--- config.mk ---
export PLATFORM = sky130hd
export DESIGN_NAME = tx_protocol_arbiter_flat
export DESIGN_NICKNAME = d
export VERILOG_FILES = /design/src/rtl/tx_protocol_arbiter_pkg.sv /design/src/rtl/tx_protocol_arbiter_if.sv /design/src/rtl/tx_protocol_arbiter_rr_pick.sv /design/src/rtl/tx_protocol_arbiter.sv /design/src/flat_wrapper.sv
export SDC_FILE = /design/constraint.sdc
export NUM_CORES = 1
export LEC_CHECK = 0
export CAP_MARGIN = 20
export CELL_PAD_IN_SITES_DETAIL_PLACEMENT = 1
export CELL_PAD_IN_SITES_GLOBAL_PLACEMENT = 2
export CORE_AREA = 3 3 59 61
export CTS_CLUSTER_SIZE = 20
export DETAILED_ROUTE_END_ITERATION = 7
export DIE_AREA = 0 0 62 64
export HOLD_SLACK_MARGIN = 0.12
export PLACE_DENSITY_LB_ADDON = 0.3
export SYNTH_ARGS = -nofsm -noshare
export SYNTH_HDL_FRONTEND = slang
export SYNTH_SLANG_ARGS = --single-unit
--- constraint.sdc ---
create_clock -name clock -period 2.7 [get_ports clock]
set_clock_uncertainty 0.2 [all_clocks]
set_input_delay 0.405 -clock clock [delete_from_list [all_inputs] [get_ports clock]]
set_output_delay 0.405 -clock clock [all_outputs]
set_load 0.05 [all_outputs]
--- src/rtl/tx_protocol_arbiter_pkg.sv ---
// Shared encodings for the transmit arbiter and the network top-level.
// Latency: n/a (types and constants only).
// Backpressure: n/a.
package tx_protocol_arbiter_pkg;

    typedef enum logic [1:0] {
        ST_IDLE  = 2'd0,
        ST_READY = 2'd1,
        ST_START = 2'd2,
        ST_BUSY  = 2'd3
    } state_e;

    localparam int CH_ARP  = 0;
    localparam int CH_ICMP = 1;
    localparam int CH_DHCP = 2;
    localparam int CH_UDP  = 3;

    function automatic int wrap_inc(input int idx, input int num);
        return (idx + 1 >= num) ? 0 : idx + 1;
    endfunction

endpackage

--- src/rtl/tx_protocol_arbiter_if.sv ---
// Bundle between the protocol engines / send chain and the transmit arbiter.
// Latency: n/a (wiring only).
// Backpressure: tx_busy from the send chain holds the arbiter off.
interface tx_protocol_arbiter_if #(
    parameter int NUM_CH = 4,
    parameter int ID_W   = $clog2(NUM_CH)
);
    logic              enable;
    logic [NUM_CH-1:0] tx_request;
    logic              tx_busy;
    logic              tx_start;
    logic [NUM_CH-1:0] tx_grant;
    logic [ID_W-1:0]   tx_channel;
    logic              timeout_pulse;

    modport master (
        input  enable, tx_request, tx_busy,
        output tx_start, tx_grant, tx_channel, timeout_pulse
    );

    modport slave (
        output enable, tx_request, tx_busy,
        input  tx_start, tx_grant, tx_channel, timeout_pulse
    );
endinterface

--- src/rtl/tx_protocol_arbiter_rr_pick.sv ---
// Winner selection: fixed lowest-index or round-robin from ptr via a double-width find-first.
// Latency: combinational.
// Backpressure: none; the caller decides when to use the result.
module tx_protocol_arbiter_rr_pick #(
    parameter int NUM_CH  = 4,
    parameter int RR_MODE = 0,
    parameter int ID_W    = $clog2(NUM_CH)
) (
    input  logic [NUM_CH-1:0] request,
    input  logic [ID_W-1:0]   ptr,
    output logic              found,
    output logic [NUM_CH-1:0] onehot,
    output logic [ID_W-1:0]   index
);
    logic [NUM_CH-1:0]   mask;
    logic [2*NUM_CH-1:0] dbl;

    // Lower half holds requests at/above ptr, upper half all requests, so the first
    // set bit is the round-robin winner including the wrap back to channel 0.
    always_comb begin
        mask   = '1;
        found  = 1'b0;
        index  = '0;
        onehot = '0;
        if (RR_MODE != 0) begin
            for (int i = 0; i < NUM_CH; i++) begin
                mask[i] = (ID_W'(i) >= ptr);
            end
        end
        dbl = {request, request & mask};
        for (int i = 0; i < 2 * NUM_CH; i++) begin
            if (!found && dbl[i]) begin
                found = 1'b1;
                index = ID_W'(i % NUM_CH);
            end
        end
        for (int i = 0; i < NUM_CH; i++) begin
            onehot[i] = found && (index == ID_W'(i));
        end
    end

endmodule

--- src/rtl/tx_protocol_arbiter.sv ---
// Grants the single transmit path to one of NUM_CH protocol sources, with start watchdog.
// Latency: request in cycle n -> grant n+1 -> tx_start n+2.
// Backpressure: tx_busy in IDLE blocks arbitration; a granted frame holds until tx_busy falls.
module tx_protocol_arbiter
    import tx_protocol_arbiter_pkg::*;
#(
    parameter int NUM_CH  = 4,
    parameter int RR_MODE = 0,
    parameter int TIMEOUT = 4096,
    parameter int ID_W    = $clog2(NUM_CH)
) (
    input  logic                  clock,
    input  logic                  reset_n,
    tx_protocol_arbiter_if.master bus
);
    localparam int              WD_W    = $clog2(TIMEOUT);
    localparam logic [WD_W-1:0] WD_LAST = WD_W'(TIMEOUT - 1);

    state_e            state;
    state_e            state_nxt;
    logic [WD_W-1:0]   wd_cnt;
    logic [ID_W-1:0]   rr_ptr;
    logic [ID_W-1:0]   channel_q;
    logic [NUM_CH-1:0] grant_q;
    logic              timeout_q;

    logic              pick_found;
    logic [NUM_CH-1:0] pick_onehot;
    logic [ID_W-1:0]   pick_index;

    logic              load_grant;
    logic              release_grant;
    logic              wd_expire;

    tx_protocol_arbiter_rr_pick #(
        .NUM_CH  (NUM_CH),
        .RR_MODE (RR_MODE),
        .ID_W    (ID_W)
    ) u_pick (
        .request (bus.tx_request),
        .ptr     (rr_ptr),
        .found   (pick_found),
        .onehot  (pick_onehot),
        .index   (pick_index)
    );

    always_ff @(posedge clock or negedge reset_n) begin
        if (!reset_n) begin
            state <= ST_IDLE;
        end else begin
            state <= state_nxt;
        end
    end

    // tx_busy is checked before the watchdog so a late busy never produces a timeout.
    always_comb begin
        state_nxt     = state;
        load_grant    = 1'b0;
        release_grant = 1'b0;
        wd_expire     = 1'b0;
        case (state)
            ST_IDLE: begin
                if (bus.enable && !bus.tx_busy && pick_found) begin
                    load_grant = 1'b1;
                    state_nxt  = ST_READY;
                end
            end
            ST_READY: begin
                state_nxt = ST_START;
            end
            ST_START: begin
                if (bus.tx_busy) begin
                    state_nxt = ST_BUSY;
                end else if (wd_cnt == WD_LAST) begin
                    wd_expire     = 1'b1;
                    release_grant = 1'b1;
                    state_nxt     = ST_IDLE;
                end
            end
            ST_BUSY: begin
                if (!bus.tx_busy) begin
                    release_grant = 1'b1;
                    state_nxt     = ST_IDLE;
                end
            end
            default: begin
                state_nxt = ST_IDLE;
            end
        endcase
    end

    always_ff @(posedge clock or negedge reset_n) begin
        if (!reset_n) begin
            wd_cnt    <= '0;
            grant_q   <= '0;
            channel_q <= '0;
            rr_ptr    <= '0;
            timeout_q <= 1'b0;
        end else begin
            timeout_q <= wd_expire;
            if (state == ST_START && state_nxt == ST_START) begin
                wd_cnt <= wd_cnt + 1'b1;
            end else begin
                wd_cnt <= '0;
            end
            if (load_grant) begin
                grant_q   <= pick_onehot;
                channel_q <= pick_index;
            end else if (release_grant) begin
                grant_q   <= '0;
                channel_q <= '0;
                rr_ptr    <= ID_W'(wrap_inc(int'(channel_q), NUM_CH));
            end
        end
    end

    assign bus.tx_start      = (state == ST_START);
    assign bus.tx_grant      = grant_q;
    assign bus.tx_channel    = channel_q;
    assign bus.timeout_pulse = timeout_q;

endmodule

--- src/flat_wrapper.sv ---
// flat-port wrapper written by rule: the top's interface ports become plain ports
module tx_protocol_arbiter_flat import tx_protocol_arbiter_pkg::*;
#(
    parameter int NUM_CH  = 4,
    parameter int RR_MODE = 0,
    parameter int TIMEOUT = 4096,
    parameter int ID_W    = $clog2(NUM_CH)
)
  (clock, reset_n, bus_enable, bus_tx_request, bus_tx_busy, bus_tx_start, bus_tx_grant, bus_tx_channel, bus_timeout_pulse);
  tx_protocol_arbiter_if #(.NUM_CH(NUM_CH), .ID_W(ID_W)) bus_i ();
  input  logic clock;
  input  logic reset_n;
  input wire logic [$bits(bus_i.enable)-1:0] bus_enable;
  input wire logic [$bits(bus_i.tx_request)-1:0] bus_tx_request;
  input wire logic [$bits(bus_i.tx_busy)-1:0] bus_tx_busy;
  output wire logic [$bits(bus_i.tx_start)-1:0] bus_tx_start;
  output wire logic [$bits(bus_i.tx_grant)-1:0] bus_tx_grant;
  output wire logic [$bits(bus_i.tx_channel)-1:0] bus_tx_channel;
  output wire logic [$bits(bus_i.timeout_pulse)-1:0] bus_timeout_pulse;
  assign bus_i.enable = bus_enable;
  assign bus_i.tx_request = bus_tx_request;
  assign bus_i.tx_busy = bus_tx_busy;
  assign bus_tx_start = bus_i.tx_start;
  assign bus_tx_grant = bus_i.tx_grant;
  assign bus_tx_channel = bus_i.tx_channel;
  assign bus_timeout_pulse = bus_i.timeout_pulse;
  tx_protocol_arbiter #(.NUM_CH(NUM_CH), .RR_MODE(RR_MODE), .TIMEOUT(TIMEOUT), .ID_W(ID_W)) u_core (.clock(clock), .reset_n(reset_n), .bus(bus_i));
endmodule
==> impl_metrics.env, run 1 <==
export IMPL_power_density_mw_per_mm2=726
export IMPL_cts_buffer_depth=2
export IMPL_ys_top_cells_by_area="dfrtp_1 51%, nor2_1 6.2%, xnor2_1 5.9%, o21ai_0 4.9%, buf_6 3.3%"
export IMPL_ys_top_cells_by_count="21 x dfrtp_1, 17 x nor2_1, 10 x o21ai_0, 7 x xnor2_1, 6 x nand2_1"
export IMPL_rsz0062_at_grt="no"
export IMPL_synth_cell_type_count=27
export IMPL_antenna_cells=0
export IMPL_max_slew_margin_pct=65.8
export IMPL_cp_required_ns=2.10
export IMPL_wirelength_um=2240
export IMPL_core_area_mm2=0.00303
export IMPL_io_pin_count=16
export IMPL_areaGrowthSynthToFinish_pct=21.5
export IMPL_startpoint_type="flip-flop"
export IMPL_peakVddDrop_uv=432
export IMPL_drt_iter0_drc=32
export IMPL_fin_ws_ns=0.265
export IMPL_ff2ff_path_depth=5
export IMPL_yosysSeqAreaShare_pct=51.0
export IMPL_post_cts_setup_buffers=0
export IMPL_dr_total_vias=802
export IMPL_fmax_mhz=411
export IMPL_first_global_vias=796
export IMPL_drc=0
export IMPL_hold_path_class="in -> async"
export IMPL_cts_tree="built"
export IMPL_cp_arrival_ns=1.83
export IMPL_finalSetupTns_ns=0
export IMPL_fin_crit_ns=2.43
export IMPL_timing_rr_start="u_core.wd_cnt[0]$_DFF_PN0_"
export IMPL_cts_sinks=21
export IMPL_numCtsBuffers=3
export IMPL_crit_start="u_core.state[0]$_DFF_PN0_"
export IMPL_gp_congestion=0.713
export IMPL_die_area_mm2=0.00397
export IMPL_cp_max_fo=7
export IMPL_p_clk_share_pct=17.1
export IMPL_p_comb_share_pct=38.2
export IMPL_synth_nets=113
export IMPL_yosysTopAreaCellShare_pct=51.0
export IMPL_grt_max_degree=22
export IMPL_wire_per_inst_um=13.4
export IMPL_synth_flop_cell="dfrtp_1"
export IMPL_synth_seq_cells=21
export IMPL_drt_pass1_iter_count=4
export IMPL_criticalPathCategory="reg -> out"
export IMPL_grt_pass1_wl_um=3760
export IMPL_die_h_um=64
export IMPL_async_flop_share_pct=100
export IMPL_intPower_uw=535
export IMPL_h_tree_depth=1
export IMPL_synth_edff_count=0
export IMPL_end_kind="output port"
export IMPL_switchingPower_uw=375
export IMPL_port_buffers=15
export IMPL_viasPerCell=4.80
export IMPL_period_share_pct=90.2
export IMPL_dpl_hpwl_um=1650
export IMPL_setup_violations=0
export IMPL_yosysTopAreaCell="dfrtp_1"
export IMPL_ctsResizeCount=0
export IMPL_synth_avg_cell_area_um2=9.91
export IMPL_antenna_found_initial=0
export IMPL_clk_pin_slew_ns=0.12
export IMPL_syn_area_mm2=0.00103
export IMPL_nFillCells=352
export IMPL_ant_nets=0
export IMPL_grt_remaining_overflow=0
export IMPL_fin_nets=133
export IMPL_hold_ws_ns=0.226
export IMPL_rows=20
export IMPL_power_frac_seq_pct=44.8
export IMPL_finalMaxSlewViolations=0
export IMPL_outcome="finished, final reports clean"
export IMPL_r2r_slack_ns=0.70
export IMPL_worst_slew_pin_slew_ns=0.512
export IMPL_place_ws_ns=0.423
export IMPL_rr_endpoint="u_core.wd_cnt[6]$_DFF_PN0_"
export IMPL_cts_root_buf="clkbuf_4"
export IMPL_holdBufCountCts=0
export IMPL_synthCells=104
export IMPL_ys_warn_count=0
export IMPL_cap_violations=0
export IMPL_sw_frac_of_total_pct=41.2
export IMPL_drive_above_1_share_pct=8.13
export IMPL_track_usage_pct=13.0
export IMPL_die_w_um=62
export IMPL_start_util_pct=34.0
export IMPL_clk_insertion_delay_late_ns=0.31
export IMPL_hold_viol_final=0
export IMPL_power_leakage_nw=0.494
export IMPL_yosys_cell_count_top_type="dfrtp_1"
[stage by stage]
stage	util [%]	instances	power (mW)	cell area, um^2
floorplan	-	104	0.657	1030
global placement	40.5	163	0.761	1220
detailed placement	40.5	163	0.765	1220
CTS	41.4	167	0.925	1250
global route	41.4	167	0.972	1250
finish	41.4	167	0.909	1250
[critical path: stages, from the launching register on]
cell,delay [ns]
dfrtp_1,0.51
nor2_1,0.10
nor2_1,0.09
clkdlybuf4s50_1,0.81
[area by class of cell]
class,instances,area (um^2),share of cell area (%)
Clock buffer,3,22.5,1.80
Clock inverter,1,5.00,0.400
Inverter,5,18.8,1.50
Multi-Input combinational cell,75,453,36.2
Sequential cell,21,526,42.0
Tap cell,44,55.1,4.40
Timing Repair Buffer,18,173,13.8
[how the worst max path moves through the flow]
stage                                       endpoint  slack (ns)  cells past startpoint
final                                   bus_tx_start        0.27                      3
after global routing                    bus_tx_start        0.15                      3
after CTS                               bus_tx_start        0.24                      3
after detailed placement  u_core.wd_cnt[6]$_DFF_PN0_        0.42                      4
after global placement    u_core.wd_cnt[8]$_DFF_PN0_        0.48                      4
after floorplan                         bus_tx_start        0.95                      2
[metal layers]
| metal | routed length [um] | share of wire, % | GRT usage (%) | vias to the layer above |
|---|---|---|---|---|
| li1 | - | - | - | 399 |
| met1 | 1090 | 48 | 19.1 | 387 |
| met2 | 1040 | 46 | 17.5 | 12 |
| met3 | 80 | 3.6 | 3.43 | 4 |
| met4 | 38 | 1.7 | 5.57 | 0 |
| met5 | 0 | 0 | 0 | - |
[power groups by stage]
stage,clock network [mW],logic [mW],registers (mW)
floorplan,0,0.152,0.505
global placement,0,0.349,0.412
detailed placement,0,0.350,0.415
CTS,0.166,0.351,0.408
global route,0.178,0.378,0.415
finish,0.155,0.347,0.407
[sequential cells by signal, summed over array words and instances, names as in the netlist]
signal                    cells
u_core.bus.tx_grant           4
u_core.state                  2
u_core.bus.timeout_pulse      1
u_core.bus.tx_channel         2
u_core.wd_cnt                12
[cells in the final DEF (no fill, tap or decap), drive strengths merged, types with 2 or more instances in the layout]
| cell | n |
|---|---|
| dfrtp | 21 |
| buf | 3 |
| xnor2 | 7 |
| nor2 | 17 |
| a21oi | 4 |
| nor3 | 4 |
| nand3 | 6 |
| nor2b | 2 |
| clkdlybuf4s50 | 15 |
| or3 | 2 |
| nand4 | 3 |
| o21ai | 10 |
| inv | 5 |
| nand2 | 6 |
| clkbuf | 3 |
| xor2 | 2 |
[cells by family after synthesis]
| group | share of synthesized area (%) |
|---|---|
| fa+ha+maj | 1.21 |
| compound gates | 11.0 |
| simple gates | 24.0 |
| xor+xnor | 7.65 |
| buf+inv | 5.10 |
| flops | 51.0 |
Note: power is estimated with default switching activity, not from simulation.
==> run 2: changes to the inputs <==
--- a/config.mk
+++ b/config.mk
@@ -5,7 +5,7 @@
 export SDC_FILE = /design/constraint.sdc
 export NUM_CORES = 1
 export LEC_CHECK = 0
-export CAP_MARGIN = 20
+export CAP_MARGIN = 30
 export CELL_PAD_IN_SITES_DETAIL_PLACEMENT = 1
 export CELL_PAD_IN_SITES_GLOBAL_PLACEMENT = 2
 export CORE_AREA = 3 3 59 61
@@ -14,6 +14,7 @@
 export DIE_AREA = 0 0 62 64
 export HOLD_SLACK_MARGIN = 0.12
 export PLACE_DENSITY_LB_ADDON = 0.3
+export SLEW_MARGIN = 30
 export SYNTH_ARGS = -nofsm -noshare
 export SYNTH_HDL_FRONTEND = slang
 export SYNTH_SLANG_ARGS = --single-unit
==> results of run 2 <==
Same layout as run 1: the final DEF is identical, and so are final timing and power.
